<file path="src/rtl/otter_hazard_ctrl.sv">
// OTTER 5-stage pipeline sequencer: stage valids, stall/flush/bubble,
// EX operand forwarding selects and interrupt drain-and-take FSM.
module otter_hazard_ctrl (
  input  logic       CLK,
  input  logic       RESET,
  input  logic [4:0] DE_RS1_ADDR,
  input  logic [4:0] DE_RS2_ADDR,
  input  logic       DE_RS1_USED,
  input  logic       DE_RS2_USED,
  input  logic [4:0] EX_RS1_ADDR,
  input  logic [4:0] EX_RS2_ADDR,
  input  logic       EX_RS1_USED,
  input  logic       EX_RS2_USED,
  input  logic [4:0] EX_RD_ADDR,
  input  logic       EX_MEMREAD,
  input  logic [4:0] MEM_RD_ADDR,
  input  logic [4:0] WB_RD_ADDR,
  input  logic       MEM_REGWRITE,
  input  logic       WB_REGWRITE,
  input  logic       EX_REDIRECT,
  input  logic       INTR,
  input  logic       MIE,
  output logic       PC_WRITE,
  output logic       IF_DE_WRITE,
  output logic       IF_DE_FLUSH,
  output logic       DE_BUBBLE,
  output logic       DE_VALID,
  output logic       EX_VALID,
  output logic       MEM_VALID,
  output logic       WB_VALID,
  output logic [1:0] FWD_A_SEL,
  output logic [1:0] FWD_B_SEL,
  output logic       INT_TAKEN
);

  typedef enum logic [1:0] {
    S_IDLE,
    S_DRAIN,
    S_TAKE
  } state_t;

  state_t     r_state;
  logic [1:0] r_cnt;
  logic       r_int_taken;
  logic       r_v_de;
  logic       r_v_ex;
  logic       r_v_mem;
  logic       r_v_wb;

  logic w_redir;
  logic w_int_req;
  logic w_lu_hit;
  logic w_load_use;
  logic w_idle;
  logic w_m_redir;
  logic w_m_entry;
  logic w_m_stall;
  logic w_m_drain;
  logic w_m_take;

  assign w_redir   = r_v_ex & EX_REDIRECT;
  assign w_int_req = INTR & MIE;

  assign w_lu_hit =
    (DE_RS1_USED && (DE_RS1_ADDR == EX_RD_ADDR)) ||
    (DE_RS2_USED && (DE_RS2_ADDR == EX_RD_ADDR));

  assign w_load_use = r_v_de && r_v_ex && EX_MEMREAD &&
                      (EX_RD_ADDR != 5'd0) && w_lu_hit;

  // One-hot control modes; priority is folded into the terms
  assign w_idle    = !RESET && (r_state == S_IDLE);
  assign w_m_redir = w_idle && w_redir;
  assign w_m_entry = w_idle && !w_redir && w_int_req;
  assign w_m_stall = w_idle && !w_redir && !w_int_req && w_load_use;
  assign w_m_drain = !RESET && (r_state == S_DRAIN);
  assign w_m_take  = !RESET && (r_state == S_TAKE);

  always_comb begin
    PC_WRITE    = 1'b1;
    IF_DE_WRITE = 1'b1;
    IF_DE_FLUSH = 1'b0;
    DE_BUBBLE   = 1'b0;
    unique case (1'b1)
      RESET: begin
        PC_WRITE    = 1'b0;
        IF_DE_WRITE = 1'b0;
        DE_BUBBLE   = 1'b1;
      end
      w_m_redir, w_m_take: begin
        IF_DE_FLUSH = 1'b1;
        DE_BUBBLE   = 1'b1;
      end
      w_m_entry, w_m_stall, w_m_drain: begin
        PC_WRITE    = 1'b0;
        IF_DE_WRITE = 1'b0;
        DE_BUBBLE   = 1'b1;
      end
      default: begin
        PC_WRITE    = 1'b1;
        IF_DE_WRITE = 1'b1;
      end
    endcase
  end

  function automatic logic [1:0] fwd_sel(
    input logic       used,
    input logic [4:0] rs,
    input logic       mv,
    input logic       mrw,
    input logic [4:0] mrd,
    input logic       wv,
    input logic       wrw,
    input logic [4:0] wrd
  );
    logic [1:0] sel;
    sel = 2'b00;
    if (used && (rs != 5'd0) && mv && mrw && (mrd == rs))
      sel = 2'b01;
    else if (used && (rs != 5'd0) && wv && wrw && (wrd == rs))
      sel = 2'b10;
    return sel;
  endfunction

  assign FWD_A_SEL = fwd_sel(EX_RS1_USED, EX_RS1_ADDR,
                             r_v_mem, MEM_REGWRITE, MEM_RD_ADDR,
                             r_v_wb, WB_REGWRITE, WB_RD_ADDR);
  assign FWD_B_SEL = fwd_sel(EX_RS2_USED, EX_RS2_ADDR,
                             r_v_mem, MEM_REGWRITE, MEM_RD_ADDR,
                             r_v_wb, WB_REGWRITE, WB_RD_ADDR);

  always_ff @(posedge CLK or posedge RESET) begin
    if (RESET) begin
      r_v_de  <= 1'b0;
      r_v_ex  <= 1'b0;
      r_v_mem <= 1'b0;
      r_v_wb  <= 1'b0;
    end else begin
      if (IF_DE_FLUSH)
        r_v_de <= 1'b0;
      else if (IF_DE_WRITE)
        r_v_de <= 1'b1;
      r_v_ex  <= DE_BUBBLE ? 1'b0 : r_v_de;
      r_v_mem <= r_v_ex;
      r_v_wb  <= r_v_mem;
    end
  end

  // Three DRAIN cycles empty EX/MEM/WB; IF/DE keeps the mepc PC
  always_ff @(posedge CLK or posedge RESET) begin
    if (RESET) begin
      r_state     <= S_IDLE;
      r_cnt       <= 2'd0;
      r_int_taken <= 1'b0;
    end else begin
      unique case (r_state)
        S_IDLE: begin
          r_int_taken <= 1'b0;
          r_cnt       <= 2'd0;
          if (w_int_req && !w_redir)
            r_state <= S_DRAIN;
        end
        S_DRAIN: begin
          if (r_cnt == 2'd2) begin
            r_state     <= S_TAKE;
            r_int_taken <= 1'b1;
            r_cnt       <= 2'd0;
          end else begin
            r_cnt <= r_cnt + 2'd1;
          end
        end
        S_TAKE: begin
          r_state     <= S_IDLE;
          r_int_taken <= 1'b0;
        end
        default: begin
          r_state     <= S_IDLE;
          r_int_taken <= 1'b0;
          r_cnt       <= 2'd0;
        end
      endcase
    end
  end

  assign DE_VALID  = r_v_de;
  assign EX_VALID  = r_v_ex;
  assign MEM_VALID = r_v_mem;
  assign WB_VALID  = r_v_wb;
  assign INT_TAKEN = r_int_taken;

endmodule

</file>
<file path="config.mk">
export PLATFORM = sky130hd
export DESIGN_NAME = otter_hazard_ctrl
export DESIGN_NICKNAME = d
export VERILOG_FILES = /design/src/rtl/otter_hazard_ctrl.sv
export SDC_FILE = /design/constraint.sdc
export NUM_CORES = 1
export LEC_CHECK = 0
export CORE_MARGIN = 2
export CORE_UTILIZATION = 36
export CTS_BUF_LIST = sky130_fd_sc_hd__clkbuf_16
export DETAILED_ROUTE_END_ITERATION = 8
export GPL_TIMING_DRIVEN = 0
export PLACE_DENSITY = 0.84
export SLEW_MARGIN = 20
export SYNTH_ARGS = -nofsm -noshare
export SYNTH_HDL_FRONTEND = slang
export SYNTH_SLANG_ARGS = --single-unit
</file>
<file path="constraint.sdc">
create_clock -name CLK -period 3.8 [get_ports CLK]
set_clock_uncertainty 0.05 [all_clocks]
set_input_delay 0.76 -clock CLK [delete_from_list [all_inputs] [get_ports CLK]]
set_output_delay 0.76 -clock CLK [all_outputs]
set_load 0.01 [all_outputs]
</file>
==> flow_summary_export.csv, run 1 <==
group,metric,value,unit
outcome,status,"finished clean",
finish,drive_above_1_share,5.195,%
cts,clk_pin_slew,40,ps
synth,synthArstFlopShare,100.0,%
worst_setup_path,slowest_stage,"or4_1",
die,die_x,51.28,um
grt,grt_pass1_vias,981,
timing,grt_setup_unrepaired,"no",
die,initial_utilization,37.08,%
placed_design,gp_congestion,0.7765,
synth,syn_inst,91,
synth,syn_avg_cell_area,8.841,um2
timing,finalCritPeriodShare,95.48,%
worst_setup_path,critPathCaptureType,"output port",
routing,drt_iter0_markers,20,
cts,cts-resized-gates,0,
cts,root_buffer,"clkbuf_16",
grt,grt_pass1_wl,4015,um
timing,max_freq,275.6,MHz
finish,final_util,69.55,%
synth,synth_edf_count,0,
worst_setup_path,path_cells,"clkdlybuf4s50_1, or4_1, nor2_1, nor3_1, a21oi_1, buf_4, clkdlybuf4s50_1",
routing,wl_per_cell,13.92,um
routing,wl,2533,um
timing,setup_viol,0,
grt,grtUsageTotal,20.69,%
die,die_area,2629,um2
worst_setup_path,cpLargestDelayFamily,"buffers and inverters",
grt,grt_max_degree,11,
grt,antenna_found_initial,0,
finish,syn2layout_area_growth,87.56,%
job,cap_violations,0,
power_and_ir_drop,power_density,417.6,nW/um2
timing,worst_pin_slew,450.7,ps
placed_design,port_buffers,59,
routing,via_per_inst,5.214,
cts,post_cts_buffers,0,
synth,yosysTopAreaCellShare,27.99,%
synth,synth_largest_area_cell,"dfrtp_1",
routing,drc,0,
synth,synth_cell_types,26,
finish,antenna_cells,0,
worst_setup_path,path_buf_inv,3,
die,core_area,2170,um2
finish,fillers,175,
cts,clock-sinks,9,
synth,syn_area,804.5,um2
cts,clock_latency,230,ps
cts,cts_htree_levels,1,
synth,yosysWarnings,0,
power_and_ir_drop,ir_drop,0.0003115,V
worst_setup_path,crit_path_start_kind,"input port",
timing,fin_setup_tns,0,ps
cts,postCtsHoldBufs,0,
synth,syn_nets,138,
timing,hold_viol_final,0,
timing,slew_headroom,69.68,%
finish,fin_nets,202,
worst_setup_path,required,2990,ps
worst_setup_path,cp_max_fo,3,
die,rows,17,
worst_hold_path,hold_path.class,"register to register",
placed_design,hpwl,2150,um
synth,synth_area_leaders,"dfrtp_1 28%, xnor2_1 22%, xor2_1 11%",
routing,vias,949,
worst_setup_path,slowest_delay,550,ps
routing,drt_first_pass_iters,4,
die,ios,60,
power_and_ir_drop,leakage,0.0005618,uW
worst_setup_path,critical_path_class,"input port to output port",
synth,ys_ff_latch,9,
timing,min_period,3628,ps
cts,cts_buffer_depth,2,
die,die_h,51.28,um
routing,ant_nets,0,
synth,synth_ff_type,"dfrtp_1",
worst_setup_path,crit_arrival,2820,ps
grt,gr-total-overflow,0,
cts,cts_buffers,3,
timing,maxSlewViolCount,0,
cts,tritoncts,"done",
worst_setup_path,crit_top_cell,"clkdlybuf4s50_1",
synth,yosysSeqAreaShare,27.99,%
layout by cell type (no fill, tap or decap):
cell type	n
xor2_1	10
nand2_1	5
nor2b_1	3
o21ai_2	2
nand2b_1	1
nand4_1	6
clkdlybuf4s50_1	59
dfrtp_1	9
a211o_1	1
nor3_2	1
inv_1	2
or4_1	3
a22o_1	1
or2_1	1
nand3b_1	1
o211ai_1	1
clkbuf_16	3
nor4_1	4
and2_1	2
nand4b_1	1
mux2_2	1
a21oi_1	3
o22ai_1	2
buf_4	1
nor3_1	3
nor2_1	7
a311oi_1	1
xnor2_1	20
cells by family after synthesis:
| family | count (synthesis) | synth area share [%] |
|---|---|---|
| buffers and inverters | 2 | 1.400 |
| muxes | 1 | 1.400 |
| AOI/OAI and AO/OA | 11 | 9.798 |
| and+or+nand+nor | 38 | 26.75 |
| DFF | 9 | 27.99 |
| xor gates and xnor gates | 30 | 32.66 |
final cells by class:
cell class	instances	area, um2	share of cell area [%]
timing repair buffer	59	590.6	39.14
multi-input combinational	80	568.0	37.65
sequential	9	225.2	14.93
clock buffer	3	75.07	4.975
tap	28	35.03	2.322
buffer	1	7.507	0.4975
clock inverter	1	3.754	0.2488
inverter	1	3.754	0.2488
worst paths after layout:
kind	start	depth (start not counted)	slack, ps	endpoint
min in group asynchronous	RESET	2	830	DE_VALID
worst min register to register	MEM_VALID	0	360	WB_VALID
worst max-delay path	EX_RD_ADDR[0]	7	170	PC_WRITE
worst min-delay path	MEM_VALID	0	360	WB_VALID
max in group asynchronous	RESET	2	2610	EX_VALID
worst max register to register	r_state[1]	3	2470	EX_VALID
synthesized netlist by cell type, drive strengths merged (2+ instances only):
library cell / number
xnor2: 20
xor2: 10
dfrtp: 9
nor2: 7
nand4: 6
nand2: 5
nor3: 4
nor4: 4
a21oi: 3
nor2b: 3
or4: 3
and2: 2
o21ai: 2
o22ai: 2
through the flow:
stage	std cells	power [uW]	worst slack, ps	instance area, um2	hold WS (ps)
floorplan	91	295.6	1139	804.5	384.8
global placement	178	437.1	200.6	1430	354.0
detailed placement	178	447.2	166.4	1430	354.5
CTS	182	632.7	157.3	1509	362.6
global route	182	664.9	79.22	1509	381.4
finish	182	630.2	171.9	1509	356.3
state kept, by name, summed over array words and instances, names as in the netlist:
name,cells
WB_VALID,1
r_state,2
MEM_VALID,1
DE_VALID,1
EX_VALID,1
r_cnt,2
INT_TAKEN,1
routing by layer:
layer / GRT usage (%) / part of all wire, %
met3: 4.094 / 11
met4: 11.40 / 1.2
met2: 36.36 / 48
met5: 0 / 0
met1: 23.27 / 39
power breakdown:
group          leakage (uW)  internal [uW]  switching (uW)
registers          0.000114            134            36.5
logic              0.000405            164             115
clock network     0.0000423            137            43.7
Note: power is estimated with default switching activity, not from simulation.
==> run 2, diff against run 1 <==
- CTS_CLUSTER_DIAMETER: unset -> 30
==> results of run 2 <==
Final layout, timing and power as in run 1 (identical DEF).
==> run 3, diff against run 2 <==
- PLACE_DENSITY: 0.84 -> 0.95
==> flow_summary_export.csv, run 3 (synthesis results as in run 1) <==
group,metric,value,unit
outcome,status,"finished clean",
finish,drive_above_1_share,5.195,%
grt,grt_pass1_vias,984,
routing,ant_nets,0,
timing,slew_headroom,66.75,%
cts,post_cts_buffers,0,
finish,top_regs,"r_cnt x2, r_state x2",
timing,finalCritPeriodShare,95.17,%
placed_design,hpwl,2200,um
power_and_ir_drop,ir_drop,0.0002602,V
cts,cts_buffers,3,
cts,cts-resized-gates,0,
power_and_ir_drop,leakage,0.0005618,uW
routing,drt_first_pass_iters,4,
grt,grtUsageTotal,21.38,%
timing,maxSlewViolCount,0,
finish,mostFrequentLayoutCells,"59 x clkdlybuf4s50_1, 20 x xnor2_1, 10 x xor2_1",
cts,clock_latency,230,ps
finish,regArea,225.2,um2
worst_hold_path,hold_path.class,"register to register",
finish,syn2layout_area_growth,87.56,%
placed_design,port_buffers,59,
timing,hold_viol_final,0,
routing,drt_iter0_markers,10,
cts,cts_htree_levels,1,
timing,max_freq,276.5,MHz
finish,fillers,184,
finish,multiInputGateArea,568.0,um2
placed_design,pre_cts_ws,183.9,ps
worst_setup_path,crit_path_start_kind,"input port",
finish,antenna_cells,0,
finish,fin_nets,202,
timing,worst_pin_slew,494.1,ps
die,initial_utilization,37.08,%
cts,clock-sinks,9,
worst_setup_path,cp_max_fo,3,
timing,grt_setup_unrepaired,"no",
worst_setup_path,required,2990,ps
die,die_area,2629,um2
placed_design,gp_congestion,0.8331,
die,core_area,2170,um2
routing,via_per_inst,5.209,
timing,setup_viol,0,
grt,grt_pass1_wl,4126,um
die,die_x,51.28,um
die,die_h,51.28,um
finish,final_util,69.55,%
cts,root_buffer,"clkbuf_16",
routing,drc,0,
die,ios,60,
routing,vias,948,
die,rows,17,
worst_setup_path,critPathCaptureType,"output port",
routing,wl_per_cell,14.48,um
timing,setup_ws,183.7,ps
power_and_ir_drop,power_density,417.6,nW/um2
cts,cts_buffer_depth,2,
grt,antenna_found_initial,0,
worst_setup_path,critical_path_class,"input port to output port",
routing,wl,2636,um
cts,clk_pin_slew,40,ps
cts,tritoncts,"done",
grt,grt_max_degree,11,
grt,gr-total-overflow,0,
timing,min_period,3616,ps
cts,postCtsHoldBufs,0,
timing,fin_setup_tns,0,ps
finish,layout_commonest_cell,"clkdlybuf4s50_1",
job,cap_violations,0,
worst_setup_path,crit_arrival,2810,ps
[run 3: cell counts in the layout (fill, tap and decap cells not counted)]
No cell type changed its count.
[run 3: metal layers]
layer | vias to the layer above | wire [um] | track usage [%]
li1 | 455 | - | -
met3 | 4 | 336 | 5.848
met1 | 421 | 979 | 21.68
met4 | 0 | 42 | 9.649
met5 | - | 0 | 0
met2 | 68 | 1278 | 40.26
[run 3: worst paths after layout]
check	startpoint	endpoint	slack (ps)	cells past startpoint
max in group asynchronous	RESET	INT_TAKEN	2640	2
setup / recovery	EX_RD_ADDR[0]	PC_WRITE	180	7
setup reg to reg	r_state[1]	EX_VALID	2460	3
hold / removal	MEM_VALID	WB_VALID	360	0
min in group asynchronous	RESET	r_state[0]	810	2
hold reg to reg	MEM_VALID	WB_VALID	360	0
[run 3: critical path, cell delays in order]
cell and delay [ps]:
clkdlybuf4s50_1 460, or4_1 540, nor2_1 100, nor3_1 80, a21oi_1 190, buf_4 140, clkdlybuf4s50_1 520
[run 3: area by class of cell]
type | count | share of cell area, %
repair buffers | 59 | 39.14
multi-input cells | 80 | 37.65
flip-flops and latches | 9 | 14.93
clock buffers | 3 | 4.975
well taps | 28 | 2.322
plain buffers | 1 | 0.4975
clock inverters | 1 | 0.2488
inverters | 1 | 0.2488
[run 3: power breakdown]
part | total (uW) | switching, uW | internal [uW]
logic | 278 | 114 | 164
clock network | 183 | 45.8 | 137
registers | 169 | 34.8 | 134
[run 3: per-stage QoR]
step	std cells	power [uW]	hold slack [ps]	instance area (um2)
4_1_cts	182	635.1	373.2	1509
2_1_floorplan	91	295.6	384.8	804.5
3_3_place_gp	178	438.3	347.7	1430
6_report	182	630.1	364.9	1509
5_1_grt	182	668.4	386.7	1509
3_5_place_dp	178	447.6	364.8	1430
